===== src/rtl/ipml_fifo_pkt_reader.sv =====
// Packet reader: pulls length-prefixed packets out of a FIFO read port and
// replays the payload as a valid/ready stream with sop/eop markers. The
// header word is consumed internally and never reaches the stream.
module ipml_fifo_pkt_reader #(
    parameter int c_DATA_WIDTH     = 32,
    parameter int c_RD_DEPTH_WIDTH = 9,
    parameter int c_LEN_WIDTH      = 16
) (
    input  logic                      rclk,
    input  logic                      rrst,
    input  logic                      rempty,
    input  logic [c_RD_DEPTH_WIDTH:0] rd_water_level,
    output logic                      r_en,
    input  logic [c_DATA_WIDTH-1:0]   rd_data,
    output logic [c_DATA_WIDTH-1:0]   m_data,
    output logic                      m_valid,
    input  logic                      m_ready,
    output logic                      m_sop,
    output logic                      m_eop,
    output logic [15:0]               pkt_cnt,
    output logic                      len_err,
    output logic                      busy
);

    typedef enum logic [1:0] {
        IDLE = 2'd0,
        HDR  = 2'd1,
        PLD  = 2'd2
    } state_t;

    state_t                   r_state;
    logic [c_LEN_WIDTH-1:0]   r_len;
    logic [c_LEN_WIDTH-1:0]   r_iss_cnt;
    logic                     r_len_err;
    logic [15:0]              r_pkt_cnt;

    // One payload read can be outstanding: its data lands next cycle
    logic                     r_inflight;
    logic                     r_infl_sop;
    logic                     r_infl_eop;

    // 3-entry output buffer, ring addressed 0..2
    logic [c_DATA_WIDTH-1:0]  r_buf_data [0:2];
    logic [2:0]               r_buf_sop;
    logic [2:0]               r_buf_eop;
    logic [1:0]               r_wr_ptr;
    logic [1:0]               r_rd_ptr;
    logic [1:0]               r_buf_cnt;

    logic                     w_room;
    logic                     w_rd_hdr;
    logic                     w_rd_pld;
    logic                     w_valid;
    logic                     w_push;
    logic                     w_pop;
    logic                     w_unused_level;

    // Fill level is informational only
    assign w_unused_level = ^rd_water_level;

    function automatic logic [1:0] f_next(input logic [1:0] p);
        return (p == 2'd2) ? 2'd0 : p + 2'd1;
    endfunction

    // Issue only if every word already committed (buffered + returning)
    // plus this one still fits in the buffer, assuming no pops happen.
    assign w_room   = ({1'b0, r_buf_cnt} + {2'b00, r_inflight}) <= 3'd2;
    assign w_rd_hdr = (r_state == IDLE) && !rempty;
    assign w_rd_pld = (r_state == PLD) && !rempty && w_room &&
                      (r_iss_cnt != '0);

    // Read enable depends only on local state and rempty, never m_ready;
    // reset gates it so no read slips out while rrst is held.
    assign r_en     = !rrst && (w_rd_hdr || w_rd_pld);

    assign w_valid  = (r_buf_cnt != 2'd0);
    assign w_push   = r_inflight;
    assign w_pop    = w_valid && m_ready;

    assign m_valid  = w_valid;
    assign m_data   = w_valid ? r_buf_data[r_rd_ptr] : '0;
    assign m_sop    = w_valid && r_buf_sop[r_rd_ptr];
    assign m_eop    = w_valid && r_buf_eop[r_rd_ptr];
    assign pkt_cnt  = r_pkt_cnt;
    assign len_err  = r_len_err;
    assign busy     = (r_state != IDLE) || w_valid;

    // Packet sequencing: header fetch, length decode, payload issue
    always_ff @(posedge rclk or posedge rrst) begin
        if (rrst) begin
            r_state   <= IDLE;
            r_len     <= '0;
            r_iss_cnt <= '0;
            r_len_err <= 1'b0;
        end else begin
            r_len_err <= 1'b0;
            case (r_state)
                IDLE: begin
                    if (w_rd_hdr)
                        r_state <= HDR;
                end
                HDR: begin
                    r_len <= rd_data[c_LEN_WIDTH-1:0];
                    if (rd_data[c_LEN_WIDTH-1:0] == '0) begin
                        r_len_err <= 1'b1;
                        r_state   <= IDLE;
                    end else begin
                        r_iss_cnt <= rd_data[c_LEN_WIDTH-1:0];
                        r_state   <= PLD;
                    end
                end
                PLD: begin
                    if (w_rd_pld) begin
                        r_iss_cnt <= r_iss_cnt - c_LEN_WIDTH'(1);
                        if (r_iss_cnt == c_LEN_WIDTH'(1))
                            r_state <= IDLE;
                    end
                end
                default: r_state <= IDLE;
            endcase
        end
    end

    // Tag each payload read so sop/eop arrive alongside its data
    always_ff @(posedge rclk or posedge rrst) begin
        if (rrst) begin
            r_inflight <= 1'b0;
            r_infl_sop <= 1'b0;
            r_infl_eop <= 1'b0;
        end else begin
            r_inflight <= w_rd_pld;
            r_infl_sop <= w_rd_pld && (r_iss_cnt == r_len);
            r_infl_eop <= w_rd_pld && (r_iss_cnt == c_LEN_WIDTH'(1));
        end
    end

    // Output buffer: write returned payload, pop on handshake
    always_ff @(posedge rclk or posedge rrst) begin
        if (rrst) begin
            for (int i = 0; i < 3; i++)
                r_buf_data[i] <= '0;
            r_buf_sop <= '0;
            r_buf_eop <= '0;
            r_wr_ptr  <= 2'd0;
            r_rd_ptr  <= 2'd0;
            r_buf_cnt <= 2'd0;
        end else begin
            if (w_push) begin
                r_buf_data[r_wr_ptr] <= rd_data;
                r_buf_sop[r_wr_ptr]  <= r_infl_sop;
                r_buf_eop[r_wr_ptr]  <= r_infl_eop;
                r_wr_ptr             <= f_next(r_wr_ptr);
            end
            if (w_pop)
                r_rd_ptr <= f_next(r_rd_ptr);
            case ({w_push, w_pop})
                2'b10:   r_buf_cnt <= r_buf_cnt + 2'd1;
                2'b01:   r_buf_cnt <= r_buf_cnt - 2'd1;
                default: r_buf_cnt <= r_buf_cnt;
            endcase
        end
    end

    // Completed packets counted as their last word leaves the stream
    always_ff @(posedge rclk or posedge rrst) begin
        if (rrst)
            r_pkt_cnt <= 16'd0;
        else if (w_pop && r_buf_eop[r_rd_ptr])
            r_pkt_cnt <= r_pkt_cnt + 16'd1;
    end

endmodule


===== config.mk =====
export PLATFORM = sky130hd
export DESIGN_NAME = ipml_fifo_pkt_reader
export DESIGN_NICKNAME = d
export VERILOG_FILES = /design/src/rtl/ipml_fifo_pkt_reader.sv
export SDC_FILE = /design/constraint.sdc
export NUM_CORES = 1
export LEC_CHECK = 0
export BUFFER_PORTS_ARGS = -buffer_cell sky130_fd_sc_hd__buf_4
export CORE_MARGIN = 10
export CORE_UTILIZATION = 63
export CTS_CLUSTER_DIAMETER = 30
export DETAILED_ROUTE_END_ITERATION = 12
export PLACE_DENSITY = 0.92
export SYNTH_ARGS = -nofsm -noshare
export SYNTH_HDL_FRONTEND = slang
export SYNTH_SLANG_ARGS = --single-unit
export TNS_END_PERCENT = 1

===== constraint.sdc =====
create_clock -name rclk -period 12.8 [get_ports rclk]
set_input_delay 0 -clock rclk [delete_from_list [all_inputs] [get_ports rclk]]
set_output_delay 0 -clock rclk [all_outputs]
set_load 0.005 [all_outputs]

==> results.md, run 1 <==
Status:
- The flow ran to the end, and the final reports show no timing, DRC or antenna violations.

Finish:
- The number of nets in the layout is ~840.
- The multi-input combinational cells in the finished layout cover a total of roughly 3500 um^2.
- The post-route core utilization is a little under 80%.
- The antenna diode count is 0.
- The filler cell count in the final layout is around 720.
- The share of cells above drive strength 1 is approximately 32%.
- The register area is ~4100 um^2.
- The area growth from synthesis to layout is 21.7%.

Timing:
- The setup skew after layout is just over 7 ps.
- Setup repair after global routing left no endpoint under its margin.
- After routing, the total negative slack on setup checks comes to 0 ps.
- The number of pins exceeding their max-slew limit in the final report came to 0.
- The relative max-transition margin is 21.9%.
- For the pin with the worst max-slew slack, the measured transition is roughly 1200 ps.
- The hold slack is 289 ps.
- The peak clock frequency supported by timing is approximately 360 MHz.
- Setup violations remaining at the end of the flow were counted as 0.
- Dividing the final minimum period by the clock period gives 21.8%.
- The worst path needs roughly 2800 ps of the cycle, external delays included.
- The hold violation count in the final report was 0.

Power and ir drop:
- The worst supply voltage drop on vdd is approximately 120 uV.
- Combinational cells account for roughly two fifths of the total power.
- In this run switching power makes up between 30% and 40% of total power.
- The cell internal power dissipation is between 1.5 and 2 mW.
- The fraction of power consumed by the clock network is between 20% and 30%.
- Sequential cells burn between 30% and 40% of the power.
- The analysis attributes to net switching a power of ~0.85 mW.
- For this design the ratio of total power to cell area is approximately 250 nW/um^2.
- In this run the static leakage power is between 4 and 5 nW.
- Power comes to approximately 2.4 mW.

Synthesis:
- The commonest cells after synthesis are 162 x dfrtp_1, 118 x mux2_2, 86 x nor2_1.
- Of all flip-flops after synthesis, the portion carrying an async set or reset was between 90% and 100%.
- The synthesized design contains 0 enable-type register cells.
- The library cell with the highest instance count after synthesis is dfrtp_1.
- The top flip-flop cell by instance count after synthesis is dfrtp_1.
- In this run, distinct cell masters in the synthesized netlist total between 50 and 60.
- The register area share after synthesis is 52.1%.
- After synthesis the netlist holds a flip-flop and latch count of 162.
- Dividing the synthesized area by the synthesized cell count gives 11.5 um^2.
- The mapped netlist covers just under 8000 um^2.
- The share of Yosys cell area claimed by the top area cell type is a little over half.
- Synthesis produced a netlist whose cell count is 675.
- The post-synthesis cell type with the largest combined area is dfrtp_1.
- In the post-synthesis netlist, the biggest area contributors are dfrtp_1 52%, mux2_2 17%, mux2i_1 4.4%.
- The count of synthesis-stage warnings from yosys is 0.
- The synthesized net count is between 700 and 800.

Clocking:
- The clock latency of the later-clocked register in the worst-skew pair is 430 ps.
- The H-tree was split into 4 levels.
- TritonCTS built the clock tree.
- After clock tree synthesis, the clock-pin slew on the worst setup and hold paths is about 60 ps.
- For this design, the sink count on the clock tree is 162.
- TritonCTS created 17 clock buffers.
- The number of buffers between clock root and the deepest sink is 2.
- The number of resized instances in the post-cts repair step is 0.
- For this design, the CTS-stage hold fixing added 35 buffers.
- In this run the clock root is driven by a clkbuf_16.
- The post-CTS repair timing setup buffer count is 0.

Drt:
- In this run, the number of DRC markers left after iteration 0 of detailed routing was 464.
- The DRC violation count after routing is 0.
- Dividing the detail-routed via count by the number of cells gives 6.05.
- In the final routed layout, each cell accounts on average for 20.6 um.
- The final route contains 5,836 vias.
- The total routed wirelength is 19,900 um.
- The residual antenna-violating net count after detailed routing is 0.
- The pre-antenna-repair detailed-routing pass consisted of 5 iterations.

Global route:
- The via count of the first global-routing pass is between 6,000 and 7,000.
- Global routing consumed, over all layers together, between 20 and 25% of the routing resources.
- The number of antenna violations at the first check in global routing is 0.
- The first global-routing pass estimated between 30,000 and 40,000 um of wire.
- The overall overflow remaining after global route is 0.
- Entering global routing, the biggest net connects between 90 and 100 pins.

Worst setup path:
- The category of the worst setup path launch point is a register.
- The largest incremental delay on the critical path is between 1000 and 1500 ps.
- Among the stages of the critical path, the cell type that occurs most often is buf_4.
- At the worst endpoint, the arrival time is approximately 2800 ps.
- The kind of critical path is register to primary output.
- The number of buffers and inverters on the critical path is 2.
- The element type at the critical path end is a primary output.
- The signal on the critical path passes through nor2b_2, buf_4, a2bb2oi_2, nor2_1, buf_4.
- The peak fanout along the critical path is 38.
- The cell family contributing the most delay on the critical path is flip-flops.
- On the critical path, the stage with the largest delay is an instance of dfrtp_2.
- The data required time of the critical path is between 10,000 and 15,000 ps.

Die:
- The core area is 12,100 um^2.
- From left edge to right edge, the die measures ~130 um.
- For this configuration, the core starts out at a cell density of 64.5%.
- The die is about 130 um tall.
- The area enclosed by the die boundary is roughly 17,000 um^2.
- During I/O placement, the number of pins put on the boundary was 100.
- The number of rows created at floorplan is 40.

Placed design:
- The post-detailed-placement half-perimeter wirelength is between 10,000 and 15,000 um.
- During placement, the flow inserted port buffers numbering 89.
- Routability-driven placement finished with a final weighted congestion of just under 0.9.

Run:
- The count of max-cap constraint violations is 0.

Min path:
- The tightest min-delay check is of the input pin to async pin type.
## through the flow
| step | std cells | setup WS, ps | area [um^2] |
|---|---|---|---|
| finish | 965 | 10010 | 9470 |
| global placement | 899 | 10160 | 8530 |
| detailed placement | 899 | 10090 | 8530 |
| global route | 965 | 9890 | 9470 |
| CTS | 965 | 10010 | 9470 |
| floorplan | 675 | 8400 | 7780 |
## cell type report
cell class | count | area share [%]
clock buffers | 27 | 5.52
clock inverters | 4 | 0.740
inverters | 13 | 0.568
multi-input cells | 461 | 36.9
flip-flops and latches | 162 | 42.8
well taps | 168 | 2.22
repair buffers | 130 | 11.2
## power groups by stage
stage	Combinational, mW	Sequential, mW	Clock (mW)
CTS	0.922	0.912	0.511
global placement	0.848	0.892	0
global route	1.01	0.946	0.533
floorplan	0.657	0.839	0
detailed placement	0.896	0.917	0
finish	0.932	0.921	0.512
## per-layer routing
layer,GRT usage (%),vias up,share of wire [%]
li1,-,2600,-
met1,26.3,2932,39
met2,40.0,253,51
met3,5.53,51,6.7
met4,10.2,0,2.9
met5,0,-,0
## cells in the final DEF, fill, tap and decap left out, types with 10 or more instances in the layout
| cell type | synthesis | final |
|---|---|---|
| a21oi_1 | 48 | 48 |
| buf_4 | 1 | 95 |
| clkbuf_16 | 0 | 17 |
| dfrtp_1 | 162 | 161 |
| dlygate4sd3_1 | 0 | 35 |
| inv_1 | 13 | 12 |
| mux2_2 | 118 | 118 |
| mux2i_1 | 34 | 34 |
| nand2_1 | 16 | 16 |
| nor2_1 | 86 | 86 |
| nor3_1 | 10 | 10 |
| nor4_1 | 10 | 10 |
| o21ai_0 | 25 | 25 |
| xnor2_1 | 13 | 13 |
| xor2_1 | 21 | 21 |
## flip-flops by register name, indices dropped and copies added, names as in the netlist
name,cells
r_len,16
r_buf_data,96
r_buf_eop,3
r_infl_sop,1
pkt_cnt,16
r_rd_ptr,2
r_buf_cnt,2
r_infl_eop,1
r_state,2
r_iss_cnt,16
r_inflight,1
r_wr_ptr,2
len_err,1
r_buf_sop,3
## tightest hold or removal path, stage by stage
cell,delay [ps]
dlygate4sd3_1,530
buf_4,150
inv_6,560
## final timing paths
| path | cells after the start | to | startpoint | slack (ps) |
|---|---|---|---|---|
| setup / recovery | 5 | m_eop | r_rd_ptr[0]$_DFFE_PP0P_ | 10010 |
| hold / removal | 3 | r_buf_data[2]$_DFFE_PP0P_ | rrst | 290 |
| setup reg to reg | 6 | pkt_cnt[7]$_DFFE_PP0P_ | r_rd_ptr[0]$_DFFE_PP0P_ | 10040 |
| hold reg to reg | 1 | pkt_cnt[15]$_DFFE_PP0P_ | pkt_cnt[15]$_DFFE_PP0P_ | 470 |
| max in group asynchronous | 4 | r_rd_ptr[0]$_DFFE_PP0P_ | rrst | 11060 |
| min in group rclk | 3 | r_state[0]$_DFFE_PP0P_ | rempty | 350 |
## cell families (layout without fill, tap and decap cells)
logic type	Yosys count	in the layout	synth area share, %
buffers and inverters	52	174	3.15
AOI/OAI and AO/OA	99	99	7.31
adders and majority gates	8	8	1.29
muxes	152	152	21.4
and+or+nand+nor	168	168	10.9
xor gates and xnor gates	34	34	3.83
DFF	162	162	52.1
No activity file was read; power rests on OpenSTA's default activity.
==> run 2, diff against run 1 <==
- CORE_UTILIZATION: 63 -> 58
- PLACE_DENSITY: 0.92 -> 0.86
- clock period: 12.8 -> 2.65 ns (I/O delays scaled with it)
==> results.md, run 2 (synthesized netlist as in run 1, its figures left out) <==
Clocking:
- The number of buffers added by the clock tree synthesis step is 17 (unchanged).
- The clock sink count is 162 (unchanged).
- The tree is rooted in a clkbuf_16.
- The number of resized instances in the post-cts repair step was 0 (unchanged).
- The number of buffers between clock root and the deepest sink is 2 (unchanged).
- The H-tree depth reported by CTS is 4 (unchanged).
- The clock latency of the later-clocked register in the worst-skew pair is 420 ps (about the same).
- TritonCTS built the clock tree.
- The clock edge transition at the registers on the reported setup and hold paths was 70 ps (about the same).

Timing:
- The number of endpoints failing setup at the final stage was 0 (unchanged).
- The actual slew at the worst max-slew pin is 706 ps (-466 ps).
- In the finished design, the share of the clock period the worst path needs comes to between 90% and 100%.
- Based on the critical path, the design can be clocked at up to 401 MHz.
- The relative max-transition margin was 52.8% (+31 points).
- The number of pins exceeding their max-slew limit in the final report is 0 (unchanged).
- The setup skew after layout is 9.02 ps (+1.84 ps).
- The final critical path time including I/O delays and setup is around 2500 ps.
- The hold violation count in the final report is 0 (unchanged).
- Setup repair after global routing left no endpoint under its margin.

Worst setup path:
- In this design, the critical path's most frequently occurring cell is buf_4.
- The category of the worst setup path launch point is a register.
- The largest incremental delay on the critical path was 560 ps (-580 ps).
- The peak fanout along the critical path is 24 (-37%).
- The largest individual stage delay along the critical path comes from the cell dfrtp_2.
- The critical path is of the register to primary output type.
- The critical path goes through nor2b_2, buf_4, a21oi_1, nor2_1, buf_4.
- The length in cells of the worst reg-to-reg path is 8 (+2).
- The data required time of the critical path is 2650 ps (-10,150 ps).
- The arrival time of data at the critical path endpoint is 2490 ps (-300 ps).
- The element type at the critical path end is a primary output.

Finish:
- The count of non-filler cells in the finished layout is 985 (+2.1%).
- The filler cell count in the final layout is 852 (+19%).
- The number of flip-flops in the largest register was 96 (unchanged).
- The library cells used most frequently in the layout, excluding fill and tap cells, are 161 x dfrtp_1, 118 x mux2_2, 103 x buf_4.
- The share of cells above drive strength 1 was 33.6% (+1.3 points).
- The post-route core utilization is 73.2% (-5.3 points).
- The most common cell after layout, fill and taps aside is dfrtp_1.
- The antenna diode count is 0 (unchanged).
- Relative to the synthesized area, the layout overhead comes to 24.1%.
- The register bank with the most flops is r_buf_data.
- The number of nets in the layout was 850 (+1.3%).

Drt:
- The detailed-route via count came to 5,742 (-1.6%).
- The average wire length per cell after detail routing is 19.4 um (-5.7%).
- The average vias per placed instance is 5.83 (-3.6%).
- The residual antenna-violating net count after detailed routing is 0 (unchanged).
- The DRC violation count after routing is 0 (unchanged).
- The iteration-0 DRC count of the detailed router is 436 (-6.0%).
- The total routed wirelength came to 19,100 um (-3.7%).
- The number of iterations in the first detailed-routing pass is 6 (+1).

Placed design:
- The count of input and output buffers is 89 (unchanged).
- The final weighted congestion in routability-driven placement is 0.838 (-4.5%).
- The number of cells in the design after placement is 918 (+2.1%).
- The post-detailed-placement half-perimeter wirelength came to 12,400 um (+1.8%).

Die:
- The die height is 136 um (+3.6%).
- The initial core utilization is 59.0% (-5.5 points).
- The boundary pin count is 100 (unchanged).
- The number of rows created at floorplan is 42 (+5.0%).
- The area enclosed by the die boundary is 18,500 um^2 (+7.3%).
- The core area came to 13,200 um^2 (+9.4%).
- The width of the die is 136 um (+3.6%).

Power and ir drop:
- The power per cell area came to 1200 nW/um^2 (+380%).
- The static leakage power is 4.43 nW (+1.8%).
- The sequential share of power is 37.5% (-1.4 points).
- The switching power of the nets is 4.07 mW (+380%).
- The logic gate share of total power is 39.5% (about the same).
- The worst supply voltage drop on vdd was 712 uV (+480%).
- The fraction of power spent switching nets is 35.0% (-0.77 points).
- The fraction of power consumed by the clock network is 23.0% (+1.3 points).
- The cell internal power dissipation is 7.56 mW (+400%).

Global route:
- The number of antenna violations at the first check in global routing is 0 (unchanged).
- The pin count of the biggest net entering global routing is 59 (-38%).
- The via count of the first global-routing pass came to 6,198 (-1.7%).
- The overall overflow remaining after global route is 0 (unchanged).
- The total track usage was 20.9% (-2.1 points).
- The wire length of the first global-routing pass is 31,000 um (-4.2%).

Min path:
- In this run the worst hold path is classified as input pin to async pin.

Status:
- The run finished with clean final reports.

Run:
- The count of max-cap constraint violations is 0 (unchanged).
## run 2: layout make-up
cell class	instances	area (um^2)	area share, %
clock buffer	20	447	4.62
clock inverter	12	205	2.12
inverter	13	52.6	0.544
multi-input combinational	461	3500	36.2
sequential	162	4060	42.0
tap	176	220	2.28
timing repair buffer	141	1180	12.3
## run 2: critical path, delay by kind of cell (launching register included)
kind | cells | cell delay, ps
flip-flops | 1 | 560
buffers and inverters | 2 | 590
AO/OA/AOI/OAI | 1 | 130
AND/OR/NAND/NOR | 2 | 780
## run 2: final timing paths
path | slack (ps) | startpoint | to
max in group asynchronous | 1650 | rrst | r_buf_data[82]$_DFFE_PP0P_
setup reg to reg | 300 | r_buf_cnt[0]$_DFFE_PP0P_ | r_iss_cnt[0]$_DFFE_PP0P_
hold / removal | 250 | rrst | r_buf_data[41]$_DFFE_PP0P_
min in group rclk | 330 | rempty | r_state[0]$_DFFE_PP0P_
setup / recovery | 160 | r_rd_ptr[0]$_DFFE_PP0P_ | m_data[9]
hold reg to reg | 470 | pkt_cnt[15]$_DFFE_PP0P_ | pkt_cnt[15]$_DFFE_PP0P_
## run 2: routing by layer
| metal | vias to the layer above | GRT usage (%) | routed length (um) |
|---|---|---|---|
| li1 | 2615 | - | - |
| met2 | 175 | 36.0 | 9780 |
| met1 | 2925 | 25.3 | 7870 |
| met3 | 27 | 4.35 | 1160 |
| met5 | - | 0 | 0 |
| met4 | 0 | 7.66 | 308 |
## run 2: power groups by stage
stage                     combinational (mW)  clock, mW  sequential, mW
after floorplan                         3.17          0            4.05
after global placement                  4.29          0            4.23
after detailed placement                4.47          0            4.34
after CTS                               4.59       2.71            4.32
after global routing                    5.03       2.81            4.47
final                                   4.59       2.68            4.36
## run 2: per-stage QoR
stage                     worst slack (ps)  cell area (um^2)  TNS [ps]  total power, mW  hold slack (ps)
after floorplan                      -14.0              7790     -14.0             7.22             76.8
after global placement                 439              8660         0             8.52              143
after detailed placement               337              8660         0             8.82              149
after CTS                              188              9660         0             11.6              271
after global routing                  12.6              9660         0             12.3              303
final                                  157              9660         0             11.6              254
## run 2: repair_timing
| item | 4_1_cts | 5_1_grt |
|---|---|---|
| buffers inserted | 0 | 0 |
| endpoints found under the hold margin | 156 | 0 |
| hold buffers | 35 | 0 |
==> run 3, diff against run 2 <==
- CORE_UTILIZATION: 58 -> 55
- PLACE_DENSITY: 0.86 -> 0.82
- clock period: 2.65 -> 2.7 ns (I/O delays scaled with it)
==> results.md, run 3 (synthesized netlist as in run 1, its figures left out) <==
Global route:
- The global routing stage identified its most utilized layer as met2.
- The overall overflow remaining after global route is 0 (unchanged).
- The global routing usage on met1 is 23.0% (-2.3 points).
- The via count of the first global-routing pass is 6,156 (-0.68%).
- The wire length of the first global-routing pass is 30,900 um (-0.20%).
- The met2 layer usage reported by global route is 33.8% (-2.2 points).
- The total track usage is 19.5% (-1.5 points).
- The met3 capacity usage during global routing is 3.70% (-0.66 points).
- The number of antenna violations at the first check in global routing came to 1 (+1).
- The pin count of the biggest net entering global routing is 89 (+51%).

Timing:
- The final critical path time including I/O delays and setup is about 2500 ps.
- The final setup slack of the worst path came to 161 ps (+4.22 ps).
- The relative max-transition margin is 38.6% (-14 points).
- The hold violation count in the final report is 0 (unchanged).
- The sum of negative setup slack is 0 ps (unchanged).
- The peak clock frequency supported by timing is approximately 390 MHz.
- The number of endpoints failing setup at the final stage was 0 (unchanged).
- The setup skew after layout is 7.16 ps (-1.86 ps).
- The number of pins exceeding their max-slew limit in the final report is 0 (unchanged).
- Dividing the final minimum period by the clock period gives between 90% and 100%.
- Setup repair after global routing left no endpoint under its margin.
- The actual slew at the worst max-slew pin came to 922 ps (+216 ps).

Run:
- The count of max-cap constraint violations was 0 (unchanged).

Finish:
- The top cell types in the final layout, fill and taps aside, are 161 x dfrtp_1, 118 x mux2_2, 101 x buf_4.
- The count of non-filler cells in the finished layout is 986 (+0.10%).
- The post-route core utilization came to 69.1% (-4.1 points).
- The share of cells above drive strength 1 was 33.3% (-0.33 points).
- The number of flip-flops in the largest register is 96 (unchanged).
- Ranked by flip-flop count, first place goes to r_buf_data.
- The most common cell after layout, fill and taps aside is dfrtp_1.
- The signed area change from the synthesized netlist to the final layout is 23.3%.
- The number of nets in the layout came to 847 (-0.35%).

Worst setup path:
- The arrival time of data at the critical path endpoint was 2540 ps (+50 ps).
- The cell with the largest stage delay on the worst path is dfrtp_1.
- The element type at the critical path end is a primary output.
- The category of the worst setup path launch point is a register.
- The slack of the worst reg-to-reg path is 290 ps (about the same).
- The peak fanout along the critical path is 4 (-83%).
- The critical path goes through ha_1, inv_1, ha_1, nor3b_1, o211ai_1, or2_2, inv_1, o21a_1, buf_4.
- The critical path is of the register to primary output type.
- The data required time of the critical path was 2700 ps (+50 ps).
- The launch instance of the worst register-to-register path is r_buf_cnt[0]$_DFFE_PP0P_.
- In this run the critical register-to-register path is captured at r_iss_cnt[0]$_DFFE_PP0P_.
- The length in cells of the worst reg-to-reg path is 8 (unchanged).
- The largest incremental delay on the critical path is 470 ps (-90 ps).

Clocking:
- The number of buffers between clock root and the deepest sink came to 2 (unchanged).
- The post-CTS repair timing setup buffer count is 0 (unchanged).
- The cell chosen for the clock root is clkbuf_16.
- The clock sink count came to 162 (unchanged).
- The clock tree from TritonCTS is done.
- The H-tree depth reported by CTS is 4 (unchanged).
- The clock latency of the later-clocked register in the worst-skew pair is 420 ps (about the same).
- The clock edge transition at the registers on the reported setup and hold paths is 60 ps (about the same).
- The number of resized instances in the post-cts repair step is 0 (unchanged).
- The number of buffers added by the clock tree synthesis step is 17 (unchanged).

Drt:
- The average wire length per cell after detail routing is 19.3 um (-0.51%).
- The detailed-route via count was 5,745 (+0.052%).
- The iteration-0 DRC count of the detailed router came to 418 (-4.1%).
- The total routed wirelength is 19,000 um (-0.41%).
- The DRC violation count after routing was 0 (unchanged).
- The residual antenna-violating net count after detailed routing came to 0 (unchanged).
- The number of iterations in the first detailed-routing pass is 5 (-1).
- The average vias per placed instance is 5.83 (about the same).

Power and ir drop:
- The static leakage power is 4.40 nW (-0.66%).
- The power per cell area was 1170 nW/um^2 (-2.8%).
- The total power draw came to 11.2 mW (-3.5%).
- The fraction of power spent switching nets is 35.0% (about the same).
- The fraction of power consumed by the clock network is 22.2% (-0.8 points).
- The logic gate share of total power was 39.6% (about the same).
- The worst supply voltage drop on vdd was 682 uV (-4.2%).
- The switching power of the nets is 3.92 mW (-3.6%).
- The sequential share of power came to 38.2% (+0.7 points).
- The cell internal power dissipation came to 7.29 mW (-3.5%).

Min path:
- The worst hold path belongs to the class input pin to async pin.

Die:
- The boundary pin count came to 100 (unchanged).
- The die height is 139 um (+2.3%).
- The area enclosed by the die boundary is 19,300 um^2 (+4.6%).
- The core area came to 13,900 um^2 (+5.2%).
- The number of rows created at floorplan is 43 (+2.4%).
- The initial core utilization is 56.1% (-2.9 points).
- The width of the die is 139 um (+2.3%).

Placed design:
- The number of cells in the design after placement came to 919 (+0.11%).
- The count of input and output buffers is 89 (unchanged).
- The final weighted congestion in routability-driven placement is 0.815 (-2.7%).
- The pre-CTS setup slack is 363 ps (+26.6 ps).
- The post-detailed-placement half-perimeter wirelength is 12,400 um (-0.47%).

Status:
- The run finished with clean final reports.
-- run 3: changes by cell type in the layout (fill, tap and decap cells not counted), sizes merged --
cell / change
buf: -3
clkbuf: +3
bufinv: -2
clkinv: -1
clkinvlp: -1
diode: +1
-- run 3: layer usage --
| metal | vias up | routed length, um |
|---|---|---|
| met5 | - | 0 |
| met4 | 0 | 482 |
| met3 | 38 | 738 |
| met2 | 166 | 9810 |
| met1 | 2933 | 8020 |
| li1 | 2608 | - |
-- run 3: final cells by class --
| class | count | area (um^2) |
|---|---|---|
| clock inverters | 8 | 125 |
| repair buffers | 138 | 1150 |
| clock buffers | 23 | 488 |
| diodes | 1 | 2.50 |
| flip-flops and latches | 162 | 4060 |
| well taps | 180 | 225 |
| multi-input cells | 461 | 3500 |
| inverters | 13 | 52.6 |
| fillers | 956 | 4290 |
-- run 3: how the worst max path moves through the flow --
| stage | to | startpoint |
|---|---|---|
| floorplan | r_en | rrst |
| global placement | r_iss_cnt[0]$_DFFE_PP0P_ | r_buf_cnt[0]$_DFFE_PP0P_ |
| detailed placement | r_iss_cnt[0]$_DFFE_PP0P_ | r_buf_cnt[0]$_DFFE_PP0P_ |
| CTS | r_en | r_buf_cnt[0]$_DFFE_PP0P_ |
| global route | r_en | r_buf_cnt[0]$_DFFE_PP0P_ |
| finish | r_en | r_buf_cnt[0]$_DFFE_PP0P_ |
-- run 3: what timing repair did --
item | 4_1_cts | 5_1_grt
hold buffers | 35 | 0
endpoints found under the setup margin | 0 | 0
endpoints found under the hold margin | 217 | 0
-- run 3: critical path, delay by kind of cell, from the launching register on --
kind | cells | cell delay, ps
AO/OA/AOI/OAI | 2 | 290
adder cells (fa/ha/maj) | 2 | 510
flip-flops | 1 | 470
AND/OR/NAND/NOR | 2 | 550
buffers and inverters | 3 | 300
-- run 3: metrics by stage --
stage	hold WS, ps	cell area, um^2
after floorplan	76.8	7790
after global placement	-79.7	8630
after detailed placement	-77.9	8630
after CTS	41.1	9590
after global routing	62.4	9600
final	55.1	9600
-- run 3: power groups by stage --
stage	combinational [mW]	clock (mW)	sequential (mW)
floorplan	3.11	0	3.98
global placement	4.19	0	4.17
detailed placement	4.37	0	4.27
CTS	4.46	2.52	4.26
global route	4.87	2.63	4.39
finish	4.44	2.49	4.28
